`config.mk`:
```
export PLATFORM = sky130hd
export DESIGN_NAME = psk_signal_formatter
export DESIGN_NICKNAME = d
export VERILOG_FILES = /design/src/rtl/psk_pkg.sv /design/src/rtl/psk_sat_shift.sv /design/src/rtl/psk_signal_formatter.sv
export SDC_FILE = /design/constraint.sdc
export NUM_CORES = 1
export LEC_CHECK = 0
export BUFFER_PORTS_ARGS = -buffer_cell sky130_fd_sc_hd__buf_2
export CAP_MARGIN = 20
export CORE_ASPECT_RATIO = 0.6
export CORE_MARGIN = 2
export CORE_UTILIZATION = 50
export DETAILED_ROUTE_END_ITERATION = 7
export PLACE_DENSITY = 0.72
export SYNTH_ARGS = -nofsm -noshare
export SYNTH_HDL_FRONTEND = slang
export SYNTH_SLANG_ARGS = --single-unit
export TNS_END_PERCENT = 30
```
`constraint.sdc`:
```
create_clock -name clk -period 3.9 [get_ports clk]
set_input_delay 0.39 -clock clk [delete_from_list [all_inputs] [get_ports clk]]
set_output_delay 0.39 -clock clk [all_outputs]
set_load 0.01 [all_outputs]
```
`src/rtl/psk_pkg.sv`:
```
// Shared constants for the PSK signal formatter: stream select codes,
// alignment modes and the saturation counter width.
package psk_pkg;

  localparam logic [1:0] SEL_I    = 2'd0;
  localparam logic [1:0] SEL_Q    = 2'd1;
  localparam logic [1:0] SEL_SUM  = 2'd2;
  localparam logic [1:0] SEL_DIFF = 2'd3;

  localparam logic ALIGN_RIGHT = 1'b0;
  localparam logic ALIGN_MSB   = 1'b1;

  localparam int SAT_CNT_W = 16;

endpackage

```
`src/rtl/psk_sat_shift.sv`:
```
// Combinational signed left shift with saturation to OUT_W bits.
// The intermediate is wide enough that the largest shift can never overflow it.
module psk_sat_shift #(
  parameter int IN_W    = 13,
  parameter int OUT_W   = 16,
  parameter int SHIFT_W = 4
) (
  input  logic signed [IN_W-1:0]    din,
  input  logic        [SHIFT_W-1:0] shift,
  output logic        [OUT_W-1:0]   value,
  output logic                      sat
);

  localparam int EXT_W = OUT_W + (2 ** SHIFT_W) - 1;

  logic [EXT_W-1:0]     ext;
  logic [EXT_W-1:0]     shifted;
  logic [EXT_W-OUT_W:0] hi;
  logic                 fits;

  always_comb begin
    ext     = {{(EXT_W - IN_W){din[IN_W-1]}}, din};
    shifted = ext << shift;
    // In range only if every bit from the output sign bit upward agrees.
    hi      = shifted[EXT_W-1:OUT_W-1];
    fits    = (&hi) | ~(|hi);
    sat     = ~fits;
    if (fits) begin
      value = shifted[OUT_W-1:0];
    end else if (shifted[EXT_W-1]) begin
      value = {1'b1, {(OUT_W-1){1'b0}}};
    end else begin
      value = {1'b0, {(OUT_W-1){1'b1}}};
    end
  end

endmodule

```
`src/rtl/psk_signal_formatter.sv`:
```
// Two-stage valid/ready formatter: stage 1 combines I/Q and decimates,
// stage 2 aligns/scales/saturates; counts emitted saturated samples.
module psk_signal_formatter
  import psk_pkg::*;
#(
  parameter int I_WIDTH = 12,
  parameter int O_WIDTH = 16,
  parameter int DECIM_W = 8,
  parameter int SHIFT_W = 4
) (
  input  logic                       clk,
  input  logic                       rst,
  input  logic                       in_valid,
  output logic                       in_ready,
  input  logic signed [I_WIDTH-1:0]  DAC_I,
  input  logic signed [I_WIDTH-1:0]  DAC_Q,
  input  logic        [1:0]          sel,
  input  logic                       align,
  input  logic        [SHIFT_W-1:0]  shift,
  input  logic        [DECIM_W-1:0]  decim,
  input  logic                       clr_sat,
  output logic                       out_valid,
  input  logic                       out_ready,
  output logic signed [O_WIDTH-1:0]  PSK_signal,
  output logic                       sat_flag,
  output logic        [SAT_CNT_W-1:0] sat_cnt
);

  // Handshake: a beat moves on a port when its valid and ready are both high
  // on a rising edge; a stage advances when it is empty or its successor
  // advances, so in_ready depends combinationally on out_ready.

  localparam int V_W       = I_WIDTH + 1;
  localparam int V_LSH     = O_WIDTH - V_W;
  localparam int C_LSH     = O_WIDTH - I_WIDTH;
  localparam logic [SAT_CNT_W-1:0] SAT_MAX = '1;

  logic adv1, adv2, accept, keep;
  logic [DECIM_W-1:0] dcnt;

  logic signed [V_W-1:0] i_ext, q_ext, v;
  logic combined;

  logic                  s1_valid;
  logic signed [V_W-1:0] s1_v;
  logic                  s1_comb;
  logic                  s1_align;
  logic [SHIFT_W-1:0]    s1_shift;

  logic [O_WIDTH-1:0] sh_value, msb_value, fmt_value;
  logic               sh_sat, fmt_sat;

  assign adv2     = !out_valid || out_ready;
  assign adv1     = !s1_valid || adv2;
  assign in_ready = adv1;
  assign accept   = in_valid && adv1;
  assign keep     = (dcnt == '0);

  always_comb begin
    i_ext    = {DAC_I[I_WIDTH-1], DAC_I};
    q_ext    = {DAC_Q[I_WIDTH-1], DAC_Q};
    combined = (sel == SEL_SUM) || (sel == SEL_DIFF);
    v        = i_ext;
    case (sel)
      SEL_I:    v = i_ext;
      SEL_Q:    v = q_ext;
      SEL_SUM:  v = i_ext + q_ext;
      SEL_DIFF: v = i_ext - q_ext;
      default:  v = i_ext;
    endcase
  end

  psk_sat_shift #(
    .IN_W    (V_W),
    .OUT_W   (O_WIDTH),
    .SHIFT_W (SHIFT_W)
  ) u_sat_shift (
    .din   (s1_v),
    .shift (s1_shift),
    .value (sh_value),
    .sat   (sh_sat)
  );

  // Widening then shifting pushes the sign-extension bits out the top,
  // leaving the chosen field in the MSBs with zero LSBs.
  always_comb begin
    if (s1_comb) begin
      msb_value = O_WIDTH'(s1_v) << V_LSH;
    end else begin
      msb_value = O_WIDTH'(s1_v[I_WIDTH-1:0]) << C_LSH;
    end
    if (s1_align == ALIGN_MSB) begin
      fmt_value = msb_value;
      fmt_sat   = 1'b0;
    end else begin
      fmt_value = sh_value;
      fmt_sat   = sh_sat;
    end
  end

  always_ff @(posedge clk or posedge rst) begin
    if (rst) begin
      dcnt       <= '0;
      s1_valid   <= 1'b0;
      s1_v       <= '0;
      s1_comb    <= 1'b0;
      s1_align   <= ALIGN_RIGHT;
      s1_shift   <= '0;
      out_valid  <= 1'b0;
      PSK_signal <= '0;
      sat_flag   <= 1'b0;
      sat_cnt    <= '0;
    end else begin
      // Lowering decim below dcnt wraps to zero on the next accept.
      if (accept) begin
        dcnt <= (dcnt >= decim) ? '0 : dcnt + DECIM_W'(1);
      end
      if (adv1) begin
        s1_valid <= accept && keep;
        if (accept && keep) begin
          s1_v     <= v;
          s1_comb  <= combined;
          s1_align <= align;
          s1_shift <= shift;
        end
      end
      if (adv2) begin
        out_valid <= s1_valid;
        if (s1_valid) begin
          PSK_signal <= fmt_value;
          sat_flag   <= fmt_sat;
        end
      end
      if (clr_sat) begin
        sat_cnt <= '0;
      end else if (out_valid && out_ready && sat_flag && (sat_cnt != SAT_MAX)) begin
        sat_cnt <= sat_cnt + SAT_CNT_W'(1);
      end
    end
  end

endmodule

```
After elaboration in Yosys (flattened, before gate mapping) --
Cells that the tools add are included.
Storage, ports and cells: bits in latches 0, word-level logic and storage cells 49, register bits 62, memories 0, output and inout port bits 35, bits of input ports 44, memory bits (writable) 0, ROM bits 0
Cells by class: shift operators 1, bitwise logic cells 3, reduce and logical (&&, ||, !) cells 17, add/sub/neg operators 4, magnitude comparators 1, muxes and demuxes 9, eq/ne operators 4, divide/modulo/power cells 0, $mul 0
Operators with widths (number):
- 16-bit two-way mux | 6
- 13-bit one-hot mux with 4 select lines | 1
- 31-bit by 4-bit << shifter with 31-bit output | 1
- 16-bit by 1-bit adder with 16-bit output (second input constant) | 1
- 16-bit inequality test (second input constant) | 1
- 16-bit AND reduction | 1
- 16-bit OR reduction | 1
- 12-bit by 12-bit adder with 13-bit output | 1
- 12-bit by 12-bit subtractor with 13-bit output | 1
- 8-bit by 1-bit adder with 8-bit output (second input constant) | 1
- 8-bit >= comparator | 1
- 8-bit logical NOT | 1
- 8-bit two-way mux | 1
- 1-bit logical AND | 5
- 2-bit == test (second input constant) | 2
- 2-bit AND reduction | 2
- 1-bit logical OR | 3
- 2-bit by 1-bit == test with 1-bit output (second input constant) | 1
- 1-bit logical NOT | 2
- 2-bit logical NOT | 1
- 1-bit NOT | 2
- 2-bit nonzero test | 1
- 1-bit two-way mux | 1
- 1-bit OR | 1

Depth between registers and ports, before layout --
Gate-level depths: netlist of run 1.
word-level depth 6, gate-level depth with buffers 15, depth with buffers taken out 15

Cells and area by module --
A second synthesis of run 1 with hierarchy kept.
Unflattened totals: cells, all modules 631, area, all modules 5332.6 µm²
Modules (own cells, without submodules):
- psk_signal_formatter | cells each 483, sequential area each 1551.5 µm², times used 1, area an instance 4095.2 µm²
- psk_sat_shift | cells each 148, sequential area each 0.0 µm², times used 1, area an instance 1237.4 µm²

Worst setup path before layout of run 1 --
OpenSTA, ideal clock, no wires.
kind input to register, from input sel[0], to register s1_v[11], data required time 3.831 ns, buffers on the path 1, path slack 1.039 ns, arrival time 2.791 ns, setup time 0.069 ns, stages 14, path through clkbuf_1 nand2_1 o21ai_0 inv_1 ha_1 nor2b_1 o21ai_0 a21boi_0 o21ai_0 a21oi_1 nand2b_1 nand2_1 a2111oi_0 nand3b_1
Between the ends: longest elaborated chain between the ends 2, elaborated cells on any way between the ends 5, those cells by class eq/ne: 3; mux: 1; reduce/logical: 1
RTL lines:
- start, declared | RTL line psk_signal_formatter.sv:17 | input logic [1:0] sel,
- 2-bit == test, or another cell as far along | RTL line psk_signal_formatter.sv:64 | case (sel)
- 13-bit one-hot mux with 4 select lines (*) | RTL line psk_signal_formatter.sv:64
- end signal, assigned | RTL line psk_signal_formatter.sv:121 | s1_v <= v;
- end, declared | RTL line psk_signal_formatter.sv:45 | logic signed [V_W-1:0] s1_v;
Mark *: on every way between the ends. The rest lies on a longest branch, timed or not. A chain may end at the register's enable or synchronous reset.

Worst setup path after layout of run 1 --
from register s1_shift[1], to register PSK_signal[0]
Between the ends: longest elaborated chain between the ends 6, elaborated cells on any way between the ends 8, those cells by class shift: 1; mux: 3; bitwise: 2; reduce/logical: 2
RTL lines:
- start, declared | RTL line psk_signal_formatter.sv:48 | logic [SHIFT_W-1:0] s1_shift;
- start signal, assigned | RTL line psk_signal_formatter.sv:124 | s1_shift <= shift;
- 31-bit by 4-bit << shifter with 31-bit output (*) | RTL line psk_sat_shift.sv:23 | shifted = ext << shift;
- 16-bit OR reduction | RTL line psk_sat_shift.sv:26 | fits = (&hi) | ~(|hi);
- 1-bit NOT | RTL line psk_sat_shift.sv:26
- 1-bit OR | RTL line psk_sat_shift.sv:26
- 16-bit two-way mux (*) | RTL line psk_sat_shift.sv:28 | if (fits) begin
- 16-bit two-way mux (*) | RTL line psk_signal_formatter.sv:92 | if (s1_align == ALIGN_MSB) begin
- end signal, assigned | RTL line psk_signal_formatter.sv:130 | PSK_signal <= fmt_value;
- end, declared | RTL line psk_signal_formatter.sv:24 | output logic signed [O_WIDTH-1:0] PSK_signal,
Marks and branches as above.

==> results.md, run 1 <==
- Result of the run: finished, final reports clean
- Die extent in y: 82.0 microns
- DIE WIDTH: 134 microns
- IO Port Bufs: 78
- Final Hold Fails: 0
- Overall Global Routing Usage: 23.3%
- Netlist cell types: between 60 and 70
- Seq/Total Area, Yosys: 30.6%
- Startpoint types: register
- Min Tclk post-route: 3.24 ns
- CTS resizes: 0
- Worst setup EP type: register
- Worst path max stage delay: 1.02 ns
- Ys Warns: 0
- WP data arrival: 3.51 ns
- Ys async rst share: 100%
- Commonest non-fill, non-tap cell in the layout: buf_2
- Post-route setup TNS: 0 ns
- Syn Nets: 666
- Routability congestion estimate: 0.944
- Grt ovf: 0
- R2R cell count: 7
- DRT iter0 DRCs: 269
- Period utilization: between 80% and 90%
- Vias in the first global route: 4273
- Rel. slew slack: 31.3%
- Post-CTS Setup Repair Bufs: 0
- CP bufs+invs: 0
- Top_reg_cell synth: dfrtp_1
- Fillers: 860
- Most frequent cells in the layout: buf_2, nand2_1, dfrtp_1
- Layout cells sized above 1: 19.7%
- Flops & latches, synth: 62
- Crit path max fanout: 28
- Tightest Pin Transition: 1.03 ns
- CTS sink cnt: slightly above 60
- Tightest Hold Check Type: primary input to async pin
- Setup Skew: 0.00769 ns
- Num CTS Buffers: 9
- Maximum number of pins on one net before global-route repair: 38
- Clk root buf: clkbuf_16
- WL/cell: roughly 15 microns
- Hold Slack: 0.0977 ns
- First-pass DRT Iterations: 4
- CTS HTree Levels: 3
- Final wirelength: 12.3 mm
- Req. time, crit path: 4.17 ns
- Cts hold-fix bufs: 0
- NumNets Final: 725
- Antenna-violating nets left: 0
- Slew Limit Fails: 0
- Lkg Pwr: 2.72 nW
- Die footprint: 11000 sq um
- CTS tree: done
- Initial cell density of the core: 51.5%
- Area delta synth->final: 15.0%
- Critical-path cell list: mux2i_1, mux2_2, o221ai_1, nand4b_2, a21oi_4, nor4_2, a221o_1
- Slowest cell on crit path: dfrtp_1
- Worst vdd ir: roughly 0.44 mV
- Post-Syn Instances: 597
- Max clock buf depth: 2
- First-pass GRT wire length: just over 20 mm
- Critical Path Stages: 7
- Combined area of the multi-input logic cells: 3250 sq um
- Clock Latency Late Sink: between 0.3 and 0.4 ns
- Fmax: 308 MHz
- Clock Pin Slew Worst Setup and Hold Paths: 0.06 ns
- Core area: 9840 sq um
- Vias: 4650
- Synth Cell Area: 5070 sq um
- Vias per std cell: 5.84
- Count of final setup violators: 0
- CP top delay family: flip-flops
- I/O Pins: 79
- Post-synth EDFFs: 0
- Hpwl dp: 9.13 mm
- PD cells: approximately 670 nW/um^2
- Ant diodes: 0
- CP Class: register to register
- Sequential Area: 1550 sq um
- RSZ-0062 raised after global routing: false
- # rows: 28
- DRC violations left: 0
- Post-synthesis area per instance: approximately 8.5 sq um
- Initial antenna violation count: 0
- Maxcap violations: 0
layer usage:
metal	wire length (microns)	vias to the layer above	track usage [%]
li1	-	2271	-
met1	6020	2220	32.5
met2	5370	143	36.4
met3	789	16	6.30
met4	134	0	5.74
met5	0	-	0
synthesized netlist by cell type (8+ instances only):
cell,number,area [sq um]
clkbuf_1,22,82.6
inv_1,24,90.1
nand2b_1,12,75.1
nor3_1,13,65.1
ha_1,24,300
a21oi_1,49,245
o21ai_0,47,235
nor2_1,43,161
nor2b_1,8,50.1
o22ai_1,12,75.1
xor2_1,21,184
mux2_2,10,113
dfrtp_1,62,1550
nand2_1,76,285
mux2i_1,31,310
nand3_1,9,45.0
xnor2_1,11,96.3
mux4_2,9,203
nand4_1,8,50.1
through the flow:
stage	power [mW]	util [%]	instances	setup slack, ns	instance area (sq um)
after global placement	2.91	55.8	780	0.649	5500
after floorplan	2.54	-	597	1.04	5070
after global routing	4.14	59.2	796	0.423	5820
after detailed placement	2.96	55.8	780	0.517	5500
final	3.87	59.2	796	0.656	5820
after CTS	3.85	59.2	796	0.697	5820
logic make-up (layout without fill, tap and decap cells):
kind of cell    after synthesis  in the layout  share of synthesized area (%)
fa+ha+maj                    25             25                           6.32
flops                        62             62                           30.6
xor+xnor                     32             32                           5.53
mux                          52             52                           12.8
simple gates                215            215                           21.3
compound gates              151            151                           18.2
buf+inv                      60            124                           5.21
where the power goes:
| part | internal, mW | total, mW | switching (mW) |
|---|---|---|---|
| combinational | 0.845 | 1.71 | 0.865 |
| sequential | 0.833 | 1.28 | 0.452 |
| clock | 0.566 | 0.879 | 0.313 |
| total | 2.24 | 3.87 | 1.63 |
state kept, by name, summed over array words and instances, names as in the netlist:
register	count
dcnt	8
s1_align	1
s1_comb	1
s1_shift	4
out_valid	1
s1_valid	1
sat_cnt	16
sat_flag	1
s1_v	13
PSK_signal	16
area by class of cell:
class / count / share of cell area (%)
multi-input cells: 475 / 55.8
flip-flops and latches: 62 / 26.6
repair buffers: 84 / 7.48
clock buffers: 9 / 3.87
well taps: 135 / 2.90
clock inverters: 7 / 1.76
inverters: 24 / 1.55
final timing paths:
path / to / start / slack, ns
setup / recovery: PSK_signal[0] / s1_shift[1] / 0.66
hold / removal: sat_cnt[10] / rst / 0.1
setup reg to reg: PSK_signal[0] / s1_shift[1] / 0.66
hold reg to reg: PSK_signal[2] / PSK_signal[2] / 0.51
max in group asynchronous: PSK_signal[6] / rst / 2.90
min in group clk: s1_shift[3] / shift[3] / 0.24
(Power assumes the default switching activity.)
==> inputs of run 2 (changes only) <==
- ABC_AREA: default -> 1
- PLACE_DENSITY: 0.72 -> 0.74
- clock period: 3.9 -> 2.73 ns (I/O delays scaled with it)
==> run 2 against run 1 <==
Sequential power rose by 27%; sequential share of layout area fell by 0.78 points; final area rose by 3.0%; critical path depth rose by 7; cell count rose by 23%; via count rose by 15%; worst hold slack got worse by 0.094 ns; highest routed layer unchanged; power rose by 54%; combinational power rose by 91%; synthesized area rose by 1.6%.
==> results.md, run 2 <==
- Initial cell density of the core: 51.7% (+0.27 points)
- Routability congestion estimate: 0.914 (-3.2%)
- NumNets Final: 905 (+25%)
- Final worst slack: 0.221 ns (-0.435 ns)
- Synth Cell Area: 5150 sq um (+1.6%)
- Cts hold-fix bufs: 0 (unchanged)
- Post-synth EDFFs: 0 (unchanged)
- CTS resizes: 0 (unchanged)
- Most frequent cells in the layout: nand2_1, inv_1, buf_2
- Most common cell on crit path: o21ai_0
- Layout cells sized above 1: 20.9% (+1.3 points)
- Top_reg_cell synth: dfrtp_1
- Syn Nets: 820 (+23%)
- Clock Latency Late Sink: 0.33 ns (about the same)
- Post-Syn Instances: 751 (+26%)
- Initial antenna violation count: 0 (unchanged)
- Clk root buf: clkbuf_16
- Tightest Hold Check Type: primary input to async pin
- Fmax: 399 MHz
- Top cells by count, synth: nand2_1, inv_1, nand3_1, dfrtp_1, nor2_1
- Max clock buf depth: 2 (unchanged)
- Worst vdd ir: 0.942 mV (+120%)
- Biggest regs: PSK_signal (16), sat_cnt (16), s1_v (13)
- Post-synthesis xor/xnor area fraction: 3.40% (-2.1 points)
- CP Class: primary input to register
- Req. time, crit path: 2.94 ns (-1.23 ns)
- WL/cell: 13.9 microns (-10%)
- Post-synthesis area per instance: 6.85 sq um (-19%)
- Period utilization: about nine tenths
- Post-CTS Setup Repair Bufs: 0 (unchanged)
- Clock Pin Slew Worst Setup and Hold Paths: 0.06 ns (about the same)
- Rel. slew slack: 44.4% (+13 points)
- Worst path max stage delay: 0.41 ns (-0.61 ns)
- RSZ-0062 raised after global routing: false
- CTS HTree Levels: 3 (unchanged)
- Result of the run: finished, final reports clean
- Final wirelength: 13.5 mm (+10%)
- PD cells: 997 nW/um^2 (+50%)
- Final Hold Fails: 0 (unchanged)
- Num CTS Buffers: 9 (unchanged)
- CTS tree: done
- Startpoint types: primary input
- Grt ovf: 0 (unchanged)
- Adder-cell share of the synthesized area: 6.22% (-0.10 points)
- Overall Global Routing Usage: 26.5% (+3.1 points)
- Vias in the first global route: 5016 (+17%)
- WP data arrival: 2.71 ns (-0.80 ns)
- CP top delay family: compound AO/OA/AOI/OAI gates
- Yosys top cell area share: 30.1% (-0.48 points)
- Ys Warns: 0 (unchanged)
- Hpwl dp: 10.8 mm (+18%)
- Netlist cell types: 45 (-31%)
- Multiplexer share of the synthesized area: 0% (-13 points)
- Antenna-violating nets left: 0 (unchanged)
- DRT iter0 DRCs: 446 (+66%)
- First-pass DRT Iterations: 5 (+1)
- Die extent in y: 82.6 microns (+0.76%)
- Main combinational cell family by area after synthesis: simple AND/OR/NAND/NOR gates
- Worst setup EP type: register
- Area delta synth->final: 16.6%
- Min Tclk post-route: 2.51 ns
- Setup slack, reg-to-reg: 0.35 ns (-0.31 ns)
- Commonest non-fill, non-tap cell in the layout: nand2_1
- Top-count cell post-synth: nand2_1
- First-pass GRT wire length: 23.5 mm (+16%)
- Post-layout instance area: 6000 sq um (+3.0%)
- Crit path max fanout: 4 (-86%)
- Maxcap violations: 0 (unchanged)
- CP bufs+invs: 3 (+3)
- Vias: 5335 (+15%)
- Flops & latches, synth: 62 (unchanged)
- Cell taking the most area after synthesis: dfrtp_1
- I/O Pins: 79 (unchanged)
- CTS sink cnt: 62 (unchanged)
- Seq/Total Area, Yosys: 30.1% (-0.48 points)
- Synth Area in Compound Gates: 16.3% (-1.9 points)
- Die footprint: 11100 sq um (+1.5%)
- Synth Area in Simple Gates: 33.9% (+13 points)
- Ranking of synthesized cells by area: dfrtp_1, nand2_1, nand3_1
- Post-DP Area: 5710 sq um (+3.8%)
- IO Port Bufs: 78 (unchanged)
- Count of final setup violators: 0 (unchanged)
- Lkg Pwr: 3.13 nW (+15%)
- Core area: 9950 sq um (+1.1%)
- Vias per std cell: 5.47 (-6.4%)
- Critical-path cell list: buf_2, nand2_1, buf_4, o21ai_0, inv_1, ha_1, nand2_1, o21ai_0, a21oi_1, or2_2, nand3_1, o21ai_0, a21oi_1, o21ai_0
- Ant diodes: 0 (unchanged)
- Slowest cell on crit path: o21ai_0
- Ys async rst share: 100% (unchanged)
- Maximum number of pins on one net before global-route repair: 29 (-24%)
- Setup Skew: 0.0102 ns (+0.00253 ns)
- DRC violations left: 0 (unchanged)
- # rows: 28 (unchanged)
- DIE WIDTH: 135 microns (+0.78%)
- Tightest Pin Transition: 0.831 ns (-0.199 ns)
- DP Worst Slack: -0.0836 ns (-0.601 ns)
- Slew Limit Fails: 0 (unchanged)
==> run 2: layer usage <==
metal	wire, microns	part of all wire, %	global-route usage, %
met1	6730	50	38.6
met5	0	0	0
met2	5700	42	40.7
met3	990	7.3	5.01
met4	125	0.92	6.25
==> run 2: final timing paths <==
kind / cells after the start / start / to
worst max-delay path: 14 / sel[0] / s1_v[7]
worst min-delay path: 2 / rst / out_valid
worst max register to register: 13 / s1_shift[0] / PSK_signal[14]
worst min register to register: 2 / PSK_signal[0] / PSK_signal[0]
max in group asynchronous: 3 / rst / s1_v[12]
min in group clk: 3 / shift[3] / s1_shift[3]
==> run 2: cells by family (layout without fill, tap and decap cells) <==
logic type                 count (synthesis)  count (layout)
AOI/OAI and AO/OA                        141             141
xor gates and xnor gates                  20              20
adders and majority gates                 25              25
DFF                                       62              62
and+or+nand+nor                          382             382
buffers and inverters                    121             211
==> run 2: stage by stage <==
step                power (mW)  hold WS (ns)  cells  utilization, %  setup TNS [ns]
CTS                       5.95        0.0151    976            60.3               0
detailed placement        4.80         0.370    960            57.4          -0.192
global placement          4.73         0.356    960            57.4               0
finish                    5.98       0.00335    976            60.3               0
global route              6.55        0.0546    976            60.3               0
floorplan                 4.06         0.339    751               -               0
==> run 2: final cells by class <==
class / count / area (sq um)
fillers: 916 / 3950
multi-input cells: 568 / 3080
flip-flops and latches: 62 / 1550
repair buffers: 98 / 541
inverters: 97 / 364
clock buffers: 10 / 229
well taps: 135 / 169
clock inverters: 6 / 62.6
==> run 2: power by group <==
group / internal [mW] / total (mW) / switching, mW
sequential: 1.24 / 1.62 / 0.382
clock: 0.703 / 1.10 / 0.401
combinational: 1.15 / 3.26 / 2.11
